### src/rtl/async_fifo_pkg.sv
// ============================================================================
// Module  : async_fifo_pkg
// Brief   : Shared types and helpers for the async FIFO write-side arbiter.
// Revision: 1.0 - initial release
// ============================================================================
`default_nettype none

package async_fifo_pkg;

    typedef enum logic {
        IDLE  = 1'b0,
        BURST = 1'b1
    } wr_arb_state_e;

    localparam int NREQ_DEF      = 4;
    localparam int MAX_BURST_DEF = 4;

    // Width of an index into n items; never collapses to zero bits.
    function automatic int ID_W(input int n);
        return (n <= 1) ? 1 : $clog2(n);
    endfunction

endpackage

`default_nettype wire

### src/rtl/fifo_wr_arbiter_rr_pick.sv
// ============================================================================
// Module  : rr_pick
// Brief   : Combinational round-robin search: first set bit at or after start.
// Revision: 1.0 - initial release
// ============================================================================
`default_nettype none

module rr_pick
    import async_fifo_pkg::*;
#(
    parameter int NREQ = NREQ_DEF
) (
    input  logic [NREQ-1:0]       req,
    input  logic [ID_W(NREQ)-1:0] start,
    output logic                  found,
    output logic [ID_W(NREQ)-1:0] idx
);

    localparam int IW = ID_W(NREQ);

    // Walk the ring backwards so the candidate closest to start wins last.
    always_comb begin
        found = 1'b0;
        idx   = '0;
        for (int k = NREQ - 1; k >= 0; k--) begin
            if (req[(int'(start) + k) % NREQ]) begin
                found = 1'b1;
                idx   = IW'((int'(start) + k) % NREQ);
            end
        end
    end

endmodule

`default_nettype wire

### src/rtl/fifo_wr_arbiter.sv
// ============================================================================
// Module  : fifo_wr_arbiter
// Brief   : Round-robin burst arbiter sharing the async FIFO write port.
// Revision: 1.0 - initial release
// ============================================================================
`default_nettype none

module fifo_wr_arbiter
    import async_fifo_pkg::*;
#(
    parameter int NREQ      = NREQ_DEF,
    parameter int DSIZE     = 8,
    parameter int MAX_BURST = MAX_BURST_DEF
) (
    input  logic                    wclk,
    input  logic                    wrst_n,
    input  logic [NREQ-1:0]         req_valid,
    input  logic [NREQ*DSIZE-1:0]   req_data,
    output logic [NREQ-1:0]         req_ready,
    input  logic                    wfull,
    output logic                    winc,
    output logic [DSIZE-1:0]        wdata,
    output logic                    gnt_active,
    output logic [ID_W(NREQ)-1:0]   gnt_id
);

    localparam int             IW        = ID_W(NREQ);
    localparam int             CW        = ID_W(MAX_BURST);
    localparam logic [IW-1:0]  LAST_ID   = IW'(NREQ - 1);
    localparam logic [CW-1:0]  LAST_BEAT = CW'(MAX_BURST - 1);

    wr_arb_state_e   r_state,    w_state;
    logic [IW-1:0]   r_gnt_id,   w_gnt_id;
    logic [CW-1:0]   r_beat_cnt, w_beat_cnt;
    logic [IW-1:0]   r_rr_ptr,   w_rr_ptr;

    logic            w_cur_valid;
    logic            w_beat;
    logic            w_rearb;
    logic            w_found;
    logic [IW-1:0]   w_pick;

    // One search serves both the idle grant and the same-cycle handover.
    rr_pick #(
        .NREQ (NREQ)
    ) u_rr_pick (
        .req   (req_valid),
        .start (r_rr_ptr),
        .found (w_found),
        .idx   (w_pick)
    );

    assign gnt_active  = (r_state == BURST);
    assign gnt_id      = r_gnt_id;
    assign w_cur_valid = req_valid[r_gnt_id];
    assign w_beat      = gnt_active & w_cur_valid & ~wfull;
    assign winc        = w_beat;

    always_comb begin
        req_ready = '0;
        wdata     = '0;
        if (gnt_active) begin
            for (int i = 0; i < NREQ; i++) begin
                if (r_gnt_id == IW'(i)) begin
                    req_ready[i] = ~wfull;
                    wdata        = req_data[i*DSIZE +: DSIZE];
                end
            end
        end
    end

    always_comb begin
        w_state    = r_state;
        w_gnt_id   = r_gnt_id;
        w_beat_cnt = r_beat_cnt;
        w_rr_ptr   = r_rr_ptr;
        w_rearb    = 1'b0;

        case (r_state)
            IDLE: w_rearb = 1'b1;
            BURST: begin
                if (w_beat) begin
                    w_beat_cnt = r_beat_cnt + 1'b1;
                end
                // wfull stalls the beat but never ends the grant.
                w_rearb = (w_beat && (r_beat_cnt == LAST_BEAT)) || !w_cur_valid;
            end
            default: w_state = IDLE;
        endcase

        if (w_rearb) begin
            w_beat_cnt = '0;
            if (w_found) begin
                w_state  = BURST;
                w_gnt_id = w_pick;
                w_rr_ptr = (w_pick == LAST_ID) ? '0 : w_pick + 1'b1;
            end else begin
                w_state  = IDLE;
            end
        end
    end

    always_ff @(posedge wclk or negedge wrst_n) begin
        if (!wrst_n) begin
            r_state    <= IDLE;
            r_gnt_id   <= '0;
            r_beat_cnt <= '0;
            r_rr_ptr   <= '0;
        end else begin
            r_state    <= w_state;
            r_gnt_id   <= w_gnt_id;
            r_beat_cnt <= w_beat_cnt;
            r_rr_ptr   <= w_rr_ptr;
        end
    end

endmodule

`default_nettype wire

### config.mk
export PLATFORM = sky130hd
export DESIGN_NAME = fifo_wr_arbiter
export DESIGN_NICKNAME = d
export VERILOG_FILES = /design/src/rtl/async_fifo_pkg.sv /design/src/rtl/fifo_wr_arbiter_rr_pick.sv /design/src/rtl/fifo_wr_arbiter.sv
export SDC_FILE = /design/constraint.sdc
export NUM_CORES = 1
export LEC_CHECK = 0
export ABC_AREA = 1
export CORE_ASPECT_RATIO = 0.6
export CORE_MARGIN = 5
export CORE_UTILIZATION = 30
export CTS_BUF_LIST = sky130_fd_sc_hd__clkbuf_8
export CTS_CLUSTER_DIAMETER = 200
export CTS_CLUSTER_SIZE = 10
export DETAILED_ROUTE_END_ITERATION = 12
export GPL_ROUTABILITY_DRIVEN = 0
export PLACE_DENSITY = 0.68
export REMOVE_ABC_BUFFERS = 1
export SLEW_MARGIN = 20
export SYNTH_ARGS = -nofsm -noshare
export SYNTH_HDL_FRONTEND = slang
export SYNTH_HIERARCHICAL = 1
export SYNTH_SLANG_ARGS = --single-unit
### constraint.sdc
create_clock -name wclk -period 2.47 [get_ports wclk]
set_input_delay 0.494 -clock wclk [delete_from_list [all_inputs] [get_ports wclk]]
set_output_delay 0.494 -clock wclk [all_outputs]
set_load 0.01 [all_outputs]
==> qor.yml, run 1 <==
fin_crit_sh: 0.965
synth_top_area_frac: 0.226
cts.sinks: 7
vias_per_cell: 4.71
tritoncts.num_buffers: 3
diodes: 0
grt_pass1_wl_um: 5060
vias: 1186
drt_wl_total_um: 3250
die_h_um: 51.9
cap_violations: 0
final_cells: 252
crit_required_ps: 1980
clkLatencyLatePin_ps: 220
drive_gt1_frac: 0.119
core_um2: 2830
hold_viol: 0
seq_area_frac_synth: 0.199
place.port_buffers: 54
rsz0062_at_grt: "true"
antenna_left: 0
die_x_um: 79.9
io_pins: 55
placedCellCount: 248
dp_hpwl_um: 2710
total_power_mw: 1.75
critPathLaunchType: "primary input"
drt_iter0_drc: 130
vdd_drop_max_uv: 546
finalSetupViolCount: 0
synth_top_area_cell: "nand2_1"
grt_pass1_vias: 1117
hp-class: "primary input to asynchronous set/reset pin"
h-tree-depth: 1
worstPathMaxFanout: 7
max_freq_ghz: 0.420
power.leakage_nw: 0.746
final_util: 0.532
synth_cells: 154
synth.area.top_cells: "nand2_1 (23%), dfrtp_1 (20%), nand3_1 (9.7%), a21oi_1 (6.3%), o21ai_1 (5.7%)"
track_usage: 0.155
syn_area_per_cell_um2: 5.70
clock_path_buffers: 2
die-area_um2: 4150
ys_types: 21
tritoncts: "done"
detailedPlace.worstSlack_ps: 61.3
start_util: 0.310
clkTransAtPathRegs_ps: 40
syn_area_um2: 878
ys_ff_latch: 7
wl_per_cell_um: 12.9
antenna_found_initial: 0
layout.nets: 252
report.final.slew_viol_count: 0
relSlewSlack: 0.743
grt_max_degree: 13
worst_slack_ps: 86.6
rows: 15
gr-total-overflow: 0
drtPass1Iterations: 4
yosysWarnings: 6
clock-skew-final_ps: 1.90
status: "complete, no violations"
power_density_nw_per_um2: 1160
worst_slew_pin_slew_ps: 386
fin_crit_ps: 2380
cp.arrival_ps: 1890
cts_root_buffer: "clkbuf_8"
syn_to_final_growth_pct: 71.8
drc: 0
worst_setup_path_end_kind: "primary output"
path_class: "primary input to primary output"
worst paths after layout:
kind,start,to,slack [ps],cells past startpoint
min,wrst_n,r_beat_cnt[1],530,1
min reg2reg,r_beat_cnt[1],r_beat_cnt[1],550,2
max in group asynchronous,wrst_n,gnt_id[1],1680,1
max,wfull,req_ready[1],90,5
max reg2reg,r_rr_ptr[0],r_rr_ptr[1],620,11
min in group wclk,r_beat_cnt[1],r_beat_cnt[1],550,2
power by group:
part / total [mW] / switching [mW] / internal, mW / leakage [nW]
Sequential: 0.285 / 0.112 / 0.173 / 0.0842
Clock: 0.152 / 0.0446 / 0.107 / 0.0269
Combinational: 1.31 / 0.709 / 0.605 / 0.635
critical path: stages:
cell             delay (ps)
clkdlybuf4s50_1         410
inv_2                    60
nand2_1                 160
nor3_1                  190
clkdlybuf4s50_1         570
through the flow:
stage,TNS [ps],hold slack (ps),instance area (um^2)
after detailed placement,0,555,1450
after global placement,0,521,1450
after floorplan,0,198,846
after global routing,-9.66,566,1510
final,0,533,1510
after CTS,0,544,1500
cell type report:
| class | instances | area (um^2) |
|---|---|---|
| clock buffers | 3 | 41.3 |
| clock inverters | 1 | 3.75 |
| fillers | 277 | 1330 |
| inverters | 17 | 65.1 |
| multi-input cells | 126 | 606 |
| flip-flops and latches | 7 | 178 |
| well taps | 42 | 52.6 |
| repair buffers | 56 | 563 |
per-layer routing:
| metal | track usage | wire length, um |
|---|---|---|
| met1 | 0.215 | 1570 |
| met2 | 0.247 | 1410 |
| met3 | 0.0450 | 240 |
| met4 | 0.0169 | 23 |
| met5 | 0 | 0 |
cell families after synthesis:
| logic type | synth area share |
|---|---|
| flip-flops | 0.199 |
| XOR/XNOR | 0.00997 |
| buffers and inverters | 0.111 |
| AO/OA/AOI/OAI | 0.189 |
| AND/OR/NAND/NOR | 0.462 |
| adder cells (fa/ha/maj) | 0.0285 |
state kept, by name, summed over array words and instances, names as in the netlist:
name        cells
gnt_id          2
r_beat_cnt      2
r_rr_ptr        2
gnt_active      1
timing repair:
item / in CTS / in global routing
setup endpoints to repair: 0 / 7
hold buffers: 0 / 0
buffers inserted: 0 / 0
resized for setup: 0 / 5
placed cells by master, fill, tap and decap left out, drive strengths merged, types with 3 or more instances in the layout:
cell	count
clkbuf	3
o211ai	4
clkdlybuf4s50	51
inv	17
dlymetal6s2s	3
o21ai	14
a21oi	11
nand3	17
dfrtp	7
nand2	60
nor2	13
synth_stat cells (all sizes together):
cell type  instances
o211ai             4
buf                4
and2               1
xor2               1
a21oi             11
a21boi             1
inv               16
nor3               2
nand2             60
nor2              13
dfrtp              7
nand3             17
o21ai             14
clkinv             1
ha                 2
(Power assumes the default switching activity.)
==> run 2: changes to the inputs <==
CORE_MARGIN = 3   (was 5)
==> run 2 against run 1 <==
Effect of this change: global-route usage up 1.1 points; hold slack worse by 12 ps; count of clock-buffer cells in the layout unchanged; combinational power about the same; maximum frequency about the same; final cell count down 0.79%; sequential share of layout area about the same; non-clock buffer count unchanged; first-iteration DRC count down 48%; total power up 0.68%; sequential cell count unchanged; core utilization up 4.0 points; critical path type unchanged; highest routed layer unchanged.
==> qor.yml, run 2 (synthesized netlist as in run 1, its figures left out) <==
core_um2: 2650  # -6.7%
clkTransAtPathRegs_ps: 40  # about the same
io_pins: 55  # unchanged
worstPathMaxFanout: 3  # -4
status: "complete, no violations"
final_cells: 250  # -0.79%
die_x_um: 75.9  # -5.0%
max_freq_ghz: 0.420  # about the same
finalSetupViolCount: 0  # unchanged
cts_root_buffer: "clkbuf_8"
h-tree-depth: 1  # unchanged
report.final.slew_viol_count: 0  # unchanged
relSlewSlack: 0.755  # +0.0128
cap_violations: 0  # unchanged
vias_per_cell: 4.60  # -2.3%
cp.arrival_ps: 1890  # about the same
fin_crit_sh: 0.965  # about the same
drc: 0  # unchanged
tritoncts: "done"
rows: 14  # -1
diodes: 0  # unchanged
vias: 1149  # -3.1%
syn_to_final_growth_pct: 72.4
track_usage: 0.166  # +0.0112
worst_slew_pin_slew_ps: 367  # -19.2 ps
grt_pass1_wl_um: 4410  # -13%
final_cell_mix: "clkdlybuf4s50_1 (54), nand2_1 (53), nand3_1 (17)"
grt_max_degree: 15  # +2
rrSetupSlack_ps: 630  # about the same
hold_viol: 0  # unchanged
antenna_found_initial: 0  # unchanged
clock_path_buffers: 2  # unchanged
crit_required_ps: 1980  # about the same
power_density_nw_per_um2: 1160  # +0.35%
drive_gt1_frac: 0.133  # +0.0143
grt_pass1_vias: 921  # -18%
layout_commonest_cell: "clkdlybuf4s50_1"
gr-total-overflow: 0  # unchanged
tritoncts.num_buffers: 3  # unchanged
antenna_left: 0  # unchanged
die_h_um: 47.9  # -7.7%
fin_crit_ps: 2380  # -0.225 ps
wl_per_cell_um: 12.4  # -3.9%
place.port_buffers: 54  # unchanged
worst_setup_path_end_kind: "primary output"
die-area_um2: 3630  # -12%
path_class: "primary input to primary output"
clock-skew-final_ps: 3.83  # +1.93 ps
dp_hpwl_um: 2540  # -6.4%
cts.sinks: 7  # unchanged
vdd_drop_max_uv: 755  # +38%
holdWs_ps: 521  # -12.0 ps
layout.nets: 252  # unchanged
drtPass1Iterations: 4  # unchanged
final_util: 0.572  # +0.0399
start_util: 0.332  # +0.0221
drt_iter0_drc: 67  # -48%
drt_wl_total_um: 3100  # -4.7%
clkLatencyLatePin_ps: 230  # about the same
power.leakage_nw: 0.715  # -4.1%
hp-class: "primary input to asynchronous set/reset pin"
placedCellCount: 245  # -1.2%
critPathLaunchType: "primary input"
[run 2: changes by cell type in the layout (fill, tap and decap cells not counted)]
cell,before,now
inv_4,0,1
nor2_2,0,1
dlymetal6s2s_1,3,0
inv_2,8,7
clkdlybuf4s50_1,51,54
nor2_1,13,12
nor3_2,0,2
nor3_1,2,0
[run 2: final timing paths]
check                              start            end  depth (start not counted)
max in group asynchronous         wrst_n      gnt_id[0]                          1
max reg2reg                  r_rr_ptr[0]    r_rr_ptr[1]                         11
min reg2reg                r_beat_cnt[1]  r_beat_cnt[1]                          2
min in group wclk          r_beat_cnt[1]  r_beat_cnt[1]                          2
min                               wrst_n     gnt_active                          1
max                         req_valid[2]           winc                          6
[run 2: cell type report]
cell class                      instances  area [um^2]
Fill cell                             266         1130
Inverter                               17         67.6
Multi-Input combinational cell        126          618
Clock buffer                            3         41.3
Timing Repair Buffer                   56          556
Sequential cell                         7          178
Clock inverter                          1         3.75
Tap cell                               40         50.0
[run 2: metrics by stage]
stage                     power [mW]  TNS, ps  setup slack [ps]  area, um^2
after floorplan                 1.05        0               780         846
after global placement          1.55        0              80.3        1440
after detailed placement        1.58        0              74.6        1440
after CTS                       1.74        0              33.7        1490
after global routing            1.96    -1.65             -1.65        1510
final                           1.76        0              86.8        1510
[run 2: per-layer routing]
metal  vias to the layer above  share of wire  track usage
met4                         0         0.0097       0.0627
li1                        612              -            -
met3                         5          0.079       0.0482
met1                       499           0.52        0.241
met2                        33           0.39        0.230
met5                         -              0            0
[run 2: report_power, final]
| part | total (mW) | switching (mW) | internal, mW |
|---|---|---|---|
| clock | 0.155 | 0.0475 | 0.107 |
| combinational | 1.31 | 0.687 | 0.620 |
| sequential | 0.300 | 0.128 | 0.173 |
[run 2: worst max-delay path: stages]
cell	delay (ps)
clkdlybuf4s50_1	510
nand2_1	60
nand2_1	50
nand2_1	60
a21oi_1	150
clkdlybuf4s50_1	560
[run 2: repair_timing]
action	CTS	global route
endpoints found under the setup margin	4	9
setup buffers	0	1
pin swaps	0	0
hold buffers	0	0
resized for setup	1	5
